--- src/rtl/print_job_arbiter_pkg.sv ---
// Shared types and constants for the print job arbiter.
// Status layout matches the 5-bit isPritting PIO in_port.
package print_arb_pkg;

  typedef enum logic [2:0] {
    IDLE,
    GRANT,
    START,
    RUN,
    RELEASE
  } state_e;

  localparam int ST_W        = 5;
  localparam int ST_BUSY     = 4;
  localparam int ST_OWNER_HI = 3;
  localparam int ST_OWNER_LO = 2;
  localparam int ST_TOERR    = 1;
  localparam int ST_PEND     = 0;

  localparam int OWN_W = 2;

  function automatic logic [OWN_W-1:0] rr_next(
    input logic [OWN_W-1:0] o,
    input int               n
  );
    if (int'(o) >= n - 1) return '0;
    return o + OWN_W'(1);
  endfunction

endpackage

--- src/rtl/print_job_arbiter_if.sv ---
// Requester and engine handshake bundle of the print job arbiter.
// The arbiter uses master; requesters and engine use slave.
interface print_job_arbiter_if #(
  parameter int N_REQ = 4,
  parameter int CMD_W = 32
);

  logic [N_REQ-1:0]       req_valid;
  logic [N_REQ*CMD_W-1:0] req_cmd;
  logic [N_REQ-1:0]       req_ready;
  logic [N_REQ-1:0]       req_done;
  logic                   eng_start;
  logic [CMD_W-1:0]       eng_cmd;
  logic                   eng_abort;
  logic                   eng_done;

  modport master (
    input  req_valid,
    input  req_cmd,
    input  eng_done,
    output req_ready,
    output req_done,
    output eng_start,
    output eng_cmd,
    output eng_abort
  );

  modport slave (
    output req_valid,
    output req_cmd,
    output eng_done,
    input  req_ready,
    input  req_done,
    input  eng_start,
    input  eng_cmd,
    input  eng_abort
  );

endinterface

--- src/rtl/print_job_arbiter_rr_picker.sv ---
// Combinational round-robin picker: first set request at or
// after ptr, wrapping modulo N_REQ.
module rr_picker
  import print_arb_pkg::*;
#(
  parameter int N_REQ = 4
) (
  input  logic [N_REQ-1:0] req,
  input  logic [OWN_W-1:0] ptr,
  output logic [OWN_W-1:0] win,
  output logic             win_vld
);

  localparam int IW = (N_REQ > 1) ? $clog2(N_REQ) : 1;

  int          j;
  logic [IW-1:0] jj;

  always_comb begin
    win     = '0;
    win_vld = 1'b0;
    j       = 0;
    jj      = '0;
    for (int i = 0; i < N_REQ; i++) begin
      j = int'(ptr) + i;
      if (j >= N_REQ) j = j - N_REQ;
      jj = IW'(j);
      if (!win_vld && req[jj]) begin
        win     = OWN_W'(j);
        win_vld = 1'b1;
      end
    end
  end

endmodule

--- src/rtl/print_job_arbiter.sv ---
// Shares the frame-buffer print engine between requesters with
// round-robin grants, a start/done handshake and a run watchdog.
module print_job_arbiter
  import print_arb_pkg::*;
#(
  parameter  int N_REQ       = 4,
  parameter  int CMD_W       = 32,
  parameter  int TIMEOUT_CYC = 1000000,
  localparam int TO_W        = $clog2(TIMEOUT_CYC + 1)
) (
  input  logic            clk,
  input  logic            reset,
  print_job_arbiter_if.master bus,
  input  logic            err_clr,
  output logic [ST_W-1:0] status
);

  state_e            state_q, state_d;
  logic [OWN_W-1:0]  owner_q, owner_d;
  logic [OWN_W-1:0]  rr_q, rr_d;
  logic [CMD_W-1:0]  cmd_q, cmd_d;
  logic [N_REQ-1:0]  rdy_q, rdy_d;
  logic [N_REQ-1:0]  done_q, done_d;
  logic              start_q, start_d;
  logic              abort_q, abort_d;
  logic [TO_W-1:0]   wd_q, wd_d, wd_inc;
  logic              err_q, err_d;
  logic              set_err;
  logic [ST_W-1:0]   status_q, status_d;

  logic [OWN_W-1:0]  win;
  logic              win_vld;
  logic [N_REQ-1:0]  own_oh;
  logic              busy;
  logic [CMD_W-1:0]  cmds [N_REQ];

  for (genvar g = 0; g < N_REQ; g++) begin : g_cmd
    assign cmds[g] = bus.req_cmd[g*CMD_W +: CMD_W];
  end

  rr_picker #(
    .N_REQ (N_REQ)
  ) u_pick (
    .req     (bus.req_valid),
    .ptr     (rr_q),
    .win     (win),
    .win_vld (win_vld)
  );

  assign own_oh = N_REQ'(1) << owner_q;
  assign busy   = (state_q != IDLE);
  assign wd_inc = wd_q + TO_W'(1);

  always_comb begin
    state_d = state_q;
    owner_d = owner_q;
    rr_d    = rr_q;
    cmd_d   = cmd_q;
    rdy_d   = '0;
    done_d  = '0;
    start_d = 1'b0;
    abort_d = 1'b0;
    wd_d    = wd_q;
    set_err = 1'b0;
    unique case (state_q)
      IDLE: begin
        if (win_vld) begin
          state_d = GRANT;
          owner_d = win;
          cmd_d   = cmds[win];
          rdy_d   = N_REQ'(1) << win;
        end
      end
      GRANT: begin
        state_d = START;
        start_d = 1'b1;
      end
      START: begin
        state_d = RUN;
        wd_d    = '0;
      end
      RUN: begin
        // Done beats a watchdog expiry landing in the same cycle.
        if (bus.eng_done) begin
          state_d = RELEASE;
          done_d  = own_oh;
        end else if (wd_inc == TO_W'(TIMEOUT_CYC - 1)) begin
          state_d = RELEASE;
          done_d  = own_oh;
          abort_d = 1'b1;
          set_err = 1'b1;
        end else begin
          wd_d = wd_inc;
        end
      end
      RELEASE: begin
        state_d = IDLE;
        rr_d    = rr_next(owner_q, N_REQ);
      end
      default: state_d = IDLE;
    endcase

    if (set_err)      err_d = 1'b1;
    else if (err_clr) err_d = 1'b0;
    else              err_d = err_q;

    status_d = '0;
    status_d[ST_BUSY] = busy;
    status_d[ST_OWNER_HI:ST_OWNER_LO] = owner_q;
    status_d[ST_TOERR] = err_q;
    status_d[ST_PEND] =
      |(bus.req_valid & ~(busy ? own_oh : '0));
  end

  always_ff @(posedge clk) begin
    if (reset) begin
      state_q  <= IDLE;
      owner_q  <= '0;
      rr_q     <= '0;
      cmd_q    <= '0;
      rdy_q    <= '0;
      done_q   <= '0;
      start_q  <= 1'b0;
      abort_q  <= 1'b0;
      wd_q     <= '0;
      err_q    <= 1'b0;
      status_q <= '0;
    end else begin
      state_q  <= state_d;
      owner_q  <= owner_d;
      rr_q     <= rr_d;
      cmd_q    <= cmd_d;
      rdy_q    <= rdy_d;
      done_q   <= done_d;
      start_q  <= start_d;
      abort_q  <= abort_d;
      wd_q     <= wd_d;
      err_q    <= err_d;
      status_q <= status_d;
    end
  end

  assign bus.req_ready = rdy_q;
  assign bus.req_done  = done_q;
  assign bus.eng_start = start_q;
  assign bus.eng_cmd   = cmd_q;
  assign bus.eng_abort = abort_q;
  assign status        = status_q;

endmodule
--- src/flat_wrapper.sv ---
// flat-port wrapper written by rule: the top's interface ports become plain ports
module print_job_arbiter_flat import print_arb_pkg::*;
#(
  parameter  int N_REQ       = 4,
  parameter  int CMD_W       = 32,
  parameter  int TIMEOUT_CYC = 1000000,
  localparam int TO_W        = $clog2(TIMEOUT_CYC + 1)
)
  (clk, reset, err_clr, status, bus_req_valid, bus_req_cmd, bus_eng_done, bus_req_ready, bus_req_done, bus_eng_start, bus_eng_cmd, bus_eng_abort);
  print_job_arbiter_if #(.N_REQ(N_REQ), .CMD_W(CMD_W)) bus_i ();
  input  logic clk;
  input  logic reset;
  input  logic err_clr;
  output logic [ST_W-1:0] status;
  input wire logic [$bits(bus_i.req_valid)-1:0] bus_req_valid;
  input wire logic [$bits(bus_i.req_cmd)-1:0] bus_req_cmd;
  input wire logic [$bits(bus_i.eng_done)-1:0] bus_eng_done;
  output wire logic [$bits(bus_i.req_ready)-1:0] bus_req_ready;
  output wire logic [$bits(bus_i.req_done)-1:0] bus_req_done;
  output wire logic [$bits(bus_i.eng_start)-1:0] bus_eng_start;
  output wire logic [$bits(bus_i.eng_cmd)-1:0] bus_eng_cmd;
  output wire logic [$bits(bus_i.eng_abort)-1:0] bus_eng_abort;
  assign bus_i.req_valid = bus_req_valid;
  assign bus_i.req_cmd = bus_req_cmd;
  assign bus_i.eng_done = bus_eng_done;
  assign bus_req_ready = bus_i.req_ready;
  assign bus_req_done = bus_i.req_done;
  assign bus_eng_start = bus_i.eng_start;
  assign bus_eng_cmd = bus_i.eng_cmd;
  assign bus_eng_abort = bus_i.eng_abort;
  print_job_arbiter #(.N_REQ(N_REQ), .CMD_W(CMD_W), .TIMEOUT_CYC(TIMEOUT_CYC)) u_core (.clk(clk), .reset(reset), .bus(bus_i), .err_clr(err_clr), .status(status));
endmodule
--- config.mk ---
export PLATFORM = sky130hd
export DESIGN_NAME = print_job_arbiter_flat
export DESIGN_NICKNAME = d
export VERILOG_FILES = /design/src/rtl/print_job_arbiter_pkg.sv /design/src/rtl/print_job_arbiter_if.sv /design/src/rtl/print_job_arbiter_rr_picker.sv /design/src/rtl/print_job_arbiter.sv /design/src/flat_wrapper.sv
export SDC_FILE = /design/constraint.sdc
export NUM_CORES = 1
export LEC_CHECK = 0
export CAP_MARGIN = 20
export CORE_ASPECT_RATIO = 0.75
export CORE_MARGIN = 5
export CORE_UTILIZATION = 30
export DETAILED_ROUTE_END_ITERATION = 8
export PLACE_DENSITY = 0.66
export SKIP_LAST_GASP = 1
export SYNTH_ARGS = -nofsm -noshare
export SYNTH_HDL_FRONTEND = slang
export SYNTH_HIERARCHICAL = 1
export SYNTH_SLANG_ARGS = --single-unit
--- constraint.sdc ---
create_clock -name clk -period 9.5 [get_ports clk]
set_input_delay 2.375 -clock clk [delete_from_list [all_inputs] [get_ports clk]]
set_output_delay 2.375 -clock clk [all_outputs]
set_load 0.01 [all_outputs]
======== Word level (Yosys, flattened, before mapping) ========
Cells that the tools add are included.
storage, ports and cells
  bits in registers ....................... 75
  input port bits ......................... 136
  logic and storage cells ................. 106
  output and inout bits ................... 47
operators by class
  shifts and indexed selects .............. 2
  add/subtract/negate cells ............... 9
  eq/ne operators ......................... 9
  bitwise logic cells ..................... 6
  reductions and logical operators ........ 16
  multiplexer cells ....................... 43
  order comparisons ....................... 10
operators with widths
  operator                 number
  $bmux W32 S2             1
  $mux W32                 2
  $mux W20                 2
  $pmux W20 S2             1
  $add A20 B1 Y20 const B  1
  $eq A20 B20 Y1 const B   1
  $mux W2                  10
  $mux W1                  16
  $ge A3 B3 Y1 const B     4
  $lt A2 B3 Y1 const B     4
  $mux W4                  3
  $pmux W3 S4              1
  $mux W3                  3
  $bmux W1 S2              4
  $shl A1 B2 Y4 const A    2
  $sub A2 B1 Y2 const B    4
  $add A2 B2 Y3 const B    2
  $eq A3 B2 Y1 const B     2
  $ne A2 B2 Y1 const B     3
  $and A4 B4 Y4            1
  $not A4 Y4               1
  $reduce_and A2 Y1        2
  $reduce_bool A2 Y1       2
  $reduce_or A4 Y1         1
  16 further kinds         22

======== Depth between registers and ports, before layout ========
  depth after elaboration ................. 18
  gate-level depth with buffers ........... 10

======== Modules after synthesis ========
Netlist, hierarchy kept.
by module, submodules not included
  module             area each (sq um)  times used  cells an instance
  print_job_arbiter  4,028.9            1           440
  rr_picker          77.6               1           15

======== Least setup slack after synthesis ========
OpenSTA, ideal clock, no wires.
  path type ............................... in2reg
  start ................................... in bus_req_valid[1]
  end ..................................... reg u_core.cmd_q[18], in the netlist u_core/bus.eng_cmd[18]
  arrival ................................. 4.570 ns
  library setup time ...................... 0.132 ns
  required time ........................... 9.368 ns
  setup slack ............................. 4.798 ns
  stages on the path ...................... 8
  path buffers ............................ 2
  cells stage by stage .................... inv_1 -> a221o_1 -> a21oi_1 -> clkbuf_1 -> buf_1 -> mux4_2 -> nand2_1 -> a21oi_1
on the way
  word-level cells in the longest chain between the ends .. 16
  elaborated cells on any way between the ends .. 27
  classes of those cells .................. mux (19); bitwise (1); reduce/logical (7)
RTL lines
  element                                        RTL line                           source
  start, declared                                flat_wrapper.sv:15                 input wire logic [$bits(bus_i.req_valid)-1:0] bus_req_valid;
  $bmux W1 S2                                    print_job_arbiter_rr_picker.sv:28  if (!win_vld && req[jj]) begin
  $mux W1 (implied by the code)                  print_job_arbiter_rr_picker.sv:28
  $mux W1                                        print_job_arbiter_rr_picker.sv:28
  $logic_not A1 Y1                               print_job_arbiter_rr_picker.sv:28
  $logic_and A1 B1 Y1                            print_job_arbiter_rr_picker.sv:28
  $mux W1                                        print_job_arbiter_rr_picker.sv:28
  $logic_not A1 Y1                               print_job_arbiter_rr_picker.sv:28
  $logic_and A1 B1 Y1                            print_job_arbiter_rr_picker.sv:28
  $mux W1                                        print_job_arbiter_rr_picker.sv:28
  $logic_not A1 Y1                               print_job_arbiter_rr_picker.sv:28
  $logic_and A1 B1 Y1                            print_job_arbiter_rr_picker.sv:28
  $mux W2 *                                      print_job_arbiter_rr_picker.sv:28
  via u_core.win[0]                              print_job_arbiter.sv:31            logic [OWN_W-1:0] win;
  $not A2 Y3 (implied by the code) *             print_job_arbiter.sv:70            cmd_d = cmds[win];
  $bmux W32 S2 *                                 print_job_arbiter.sv:70
  $mux W32 (implied by the code) * (2 in a row)  print_job_arbiter.sv:70
  end signal, assigned                           print_job_arbiter.sv:132           cmd_q <= cmd_d;
  end, declared                                  print_job_arbiter.sv:21            logic [CMD_W-1:0] cmd_q, cmd_d;
The timed path passes the listed nets; every way through them passes the cells marked *. The select of a mux whose other input is x is not followed.
A chain may end at the register's enable or synchronous reset.

======== Worst setup path in the final report ========
  start ................................... in bus_req_valid[1]
  end ..................................... reg u_core.cmd_q[17], in the netlist u_core/bus.eng_cmd[17]
The elaborated chain is that of the path after synthesis.

==> impl_results.md <==
* Routed Antenna Nets at 0
* Setup TNS at 0 ns
* Setup Buffers After CTS at 0
* Starting Density at 30.3%
* Fmax achieved at 215 MHz
* Final wirelength at 13600 µm
* Cell area after technology mapping at 4110 µm²
* Critical R2R Launch: u_core/wd_q[1]
* Clock buffer depth at 2
* Critical path arrival at 4.84 ns
* Wire length per cell at 17.0 µm
* Syn-to-layout area delta at 54.7%
* Core area at 13600 µm²
* Ratio of final minimum period to clock period at 49.1%
* Worst Slack Setup Final at 4.84 ns
* Initial DRC count at 329
* R2r setup slk at 6.16 ns
* Largest net degree at the start of global routing at 51
* Min-Delay Startpoint: u_core/bus.eng_cmd[21]
* Total GRT Usage at 16.5%
* Slew @ Worst Pin at 1.10 ns
* Clk_lat worst skew at 0.33 ns
* IO Count at 183
* Synth async-reset ratio at 0%
* TritonCTS sink count at 75
* VDD IR max at 0.0000727 V
* Syn nets at 597
* Root Buffer: clkbuf_16
* DR vias/cell at 5.10
* FF-to-FF End: u_core/wd_q[12]
* First-pass GRT wire length at 21500 µm
* Worst Hold Class: flip-flop to flip-flop
* Initial antenna violation count at 0
* Die Span Y at 111 µm
* P_int at 657 µW
* Net switching power at 235 µW
* Rel. slew slack at 26.7%
* Distinct cells, synth at 59
* Vias in the first global route at 4237
* Pre-CTS WS at 4.47 ns
* GRT Residual Overflow at 0
* Hold Path Cell Cnt at 2
* Worst Reg-to-Reg Cells at 8
* Outcome: completed
* Post-synthesis cell count at 455
* Synth Register Bits at 75
* Switching Fraction at 26.4%
* Leakage at 0.00229 µW
* Clock group share of total power at 36.9%
* Max Transition Viols Final at 0
* Hold buffers post-CTS at 0
* Final-report hold violation count at 0
* Ant. Diodes at 0
* Chip width at 145 µm
* DIE AREA at 16200 µm²
* Hpwl dp at 10400 µm
* RePlAce Congestion at 0.873
* Post-synth EDFFs at 0
* Part of the power in registers at 39.1%
* CTS buffer count at 9
* Filler instances at 1238
* Crit-path max FO at 37
* Crit end category: flip-flop
* Fin Clk Skew at 0.00667 ns
* Final setup violation count at 0
* Hold Path Sink: u_core/bus.eng_cmd[21]
* Max-Cap Viols at 0
* # port buffers at 182
* Mean Syn Cell Area at 9.03 µm²
* Synth Flop Type: dfxtp_1
* Nets@finish at 762
* Combinational share of power at 23.9%
* TritonCTS clock tree: yes
* WS Path Type: input pin to flip-flop
* Vias at 4071
* H-tree levels at 3
* Seq/Total Area, Yosys at 36.6%
* Pwr Density at 140 nW/µm²
* Critical Path Start Type: input pin
* Drc violations at 0
* CP required at 9.68 ns
* Row count at 37
* Clock-pin slew on the worst setup and hold paths at 0.06 ns
* Resized cells post-CTS at 0
* Share of cells above drive strength 1 at 9.78%
* DR pass1 iterations at 4
* Synth Warn # at 6
* Post-layout minimum cycle time at 4.66 ns
* Unrepaired setup endpoints after global routing: no
[flip-flops by register name, indices dropped and copies added (netlist names)]
signal and count:
u_core/rr_q 2, u_core/status 5, u_core/bus.req_ready 4, u_core/state_q 3, u_core/bus.req_done 4, u_core/bus.eng_start 1, u_core/owner_q 2, u_core/err_q 1
u_core/wd_q 20, u_core/bus.eng_abort 1, u_core/bus.eng_cmd 32
[cells in the mapped netlist, types with 2 or more instances]
| master | instances | share of area [%] |
|---|---|---|
| nand2_1 | 93 | 8.5 |
| nand3_1 | 15 | 1.8 |
| clkbuf_1 | 20 | 1.8 |
| nor4_1 | 2 | 0.30 |
| xnor2_1 | 4 | 0.85 |
| a21o_1 | 3 | 0.55 |
| a211o_1 | 3 | 0.64 |
| nor3_1 | 6 | 0.73 |
| and4_1 | 3 | 0.64 |
| and3_1 | 11 | 1.7 |
| a22oi_1 | 3 | 0.55 |
| nor2_1 | 21 | 1.9 |
| inv_1 | 11 | 1.0 |
| o21a_1 | 2 | 0.37 |
| nand2b_1 | 3 | 0.46 |
| mux4_2 | 32 | 18 |
| or3_1 | 4 | 0.61 |
| buf_2 | 6 | 0.73 |
| o2bb2ai_1 | 3 | 0.64 |
| ha_1 | 6 | 1.8 |
| nor2b_1 | 6 | 0.91 |
| dfxtp_1 | 75 | 37 |
| o21ai_0 | 10 | 1.2 |
| and2_1 | 4 | 0.61 |
| a31oi_1 | 9 | 1.4 |
| nand4_1 | 5 | 0.76 |
| nor4b_1 | 3 | 0.64 |
| a21oi_1 | 53 | 6.5 |
| mux2i_1 | 3 | 0.73 |
| buf_1 | 5 | 0.46 |
| a22o_1 | 2 | 0.43 |
| xor2_1 | 2 | 0.43 |
[area by class of cell]
class                      instances  area, µm²  area share, %
multi-input combinational        336       2450           38.6
timing repair buffer             186       1850           29.1
sequential                        75       1500           23.6
clock buffer                      12        267           4.20
tap                              175        219           3.45
inverter                          12       45.0          0.709
clock inverter                     3       22.5          0.355
[worst max path at each step]
stage,start,endpoint,cells after the start
finish,bus_req_valid[1],u_core/bus.eng_cmd[17],8
global route,reset,u_core/wd_q[14],7
CTS,bus_req_valid[1],u_core/bus.eng_cmd[8],8
detailed placement,bus_req_valid[1],u_core/bus.eng_cmd[8],8
global placement,bus_req_valid[1],u_core/bus.eng_cmd[17],8
floorplan,bus_req_valid[1],u_core/bus.eng_cmd[18],8
[cells by family (layout without fill, tap and decap cells)]
| logic type | count (synthesis) | in the layout | share of synthesized area (%) |
|---|---|---|---|
| XOR/XNOR | 6 | 6 | 1.28 |
| AND/OR/NAND/NOR | 183 | 183 | 21.5 |
| multiplexers | 35 | 35 | 18.3 |
| flip-flops | 75 | 75 | 36.6 |
| adder cells (fa/ha/maj) | 6 | 6 | 1.83 |
| buffers and inverters | 44 | 213 | 4.30 |
| AO/OA/AOI/OAI | 106 | 106 | 16.2 |
[per-stage QoR]
stage	hold WS [ns]	cells	power, µW	utilization, %	cell area [µm²]
after floorplan	0.450	455	452	-	4110
after global routing	0.475	799	937	46.8	6350
after detailed placement	0.446	784	571	44.7	6060
after global placement	0.442	784	567	44.7	6060
after CTS	0.454	799	904	46.8	6350
final	0.455	799	892	46.8	6350
[critical path, stage by stage]
cell	delay (ns)
clkdlybuf4s50_1	0.54
inv_1	0.09
a221o_1	0.39
a21oi_4	0.14
buf_4	0.52
mux4_2	0.58
nand2_1	0.08
a21oi_1	0.07
[metal layers]
| layer | part of all wire [%] | wire length (µm) | vias to the layer above | global-route usage, % |
|---|---|---|---|---|
| met3 | 11 | 1490 | 19 | 8.01 |
| met1 | 37 | 5000 | 1901 | 18.0 |
| met4 | 1.9 | 251 | 0 | 4.97 |
| met2 | 50 | 6810 | 163 | 28.6 |
| met5 | 0 | 0 | - | 0 |
| li1 | - | - | 1988 | - |
[power groups by stage]
stage	Sequential [µW]	Clock, µW	Combinational, µW
after floorplan	361	0	90.3
after global placement	355	0	213
after detailed placement	356	0	216
after CTS	349	339	216
after global routing	352	353	232
final	349	329	214
[placed cells by master (no fill, tap or decap), drive strengths merged, types with 2 or more instances in the layout]
cell / n
clkdlybuf4s50: 181
nand2: 93
dfxtp: 75
a21oi: 53
mux4: 32
nor2: 21
nand3: 16
inv: 12
clkbuf: 12
and3: 11
o21ai: 11
a31oi: 9
nor3: 6
nor2b: 6
ha: 6
nand4: 6
buf: 5
or3: 4
and2: 4
xnor2: 4
clkinvlp: 3
a22oi: 3
and4: 3
nand2b: 3
mux2i: 3
o2bb2ai: 3
a21o: 3
a211o: 3
nor4b: 3
o31ai: 3
xor2: 2
nor4: 2
o21a: 2
a22o: 2
Note: power is estimated with default switching activity, not from simulation.
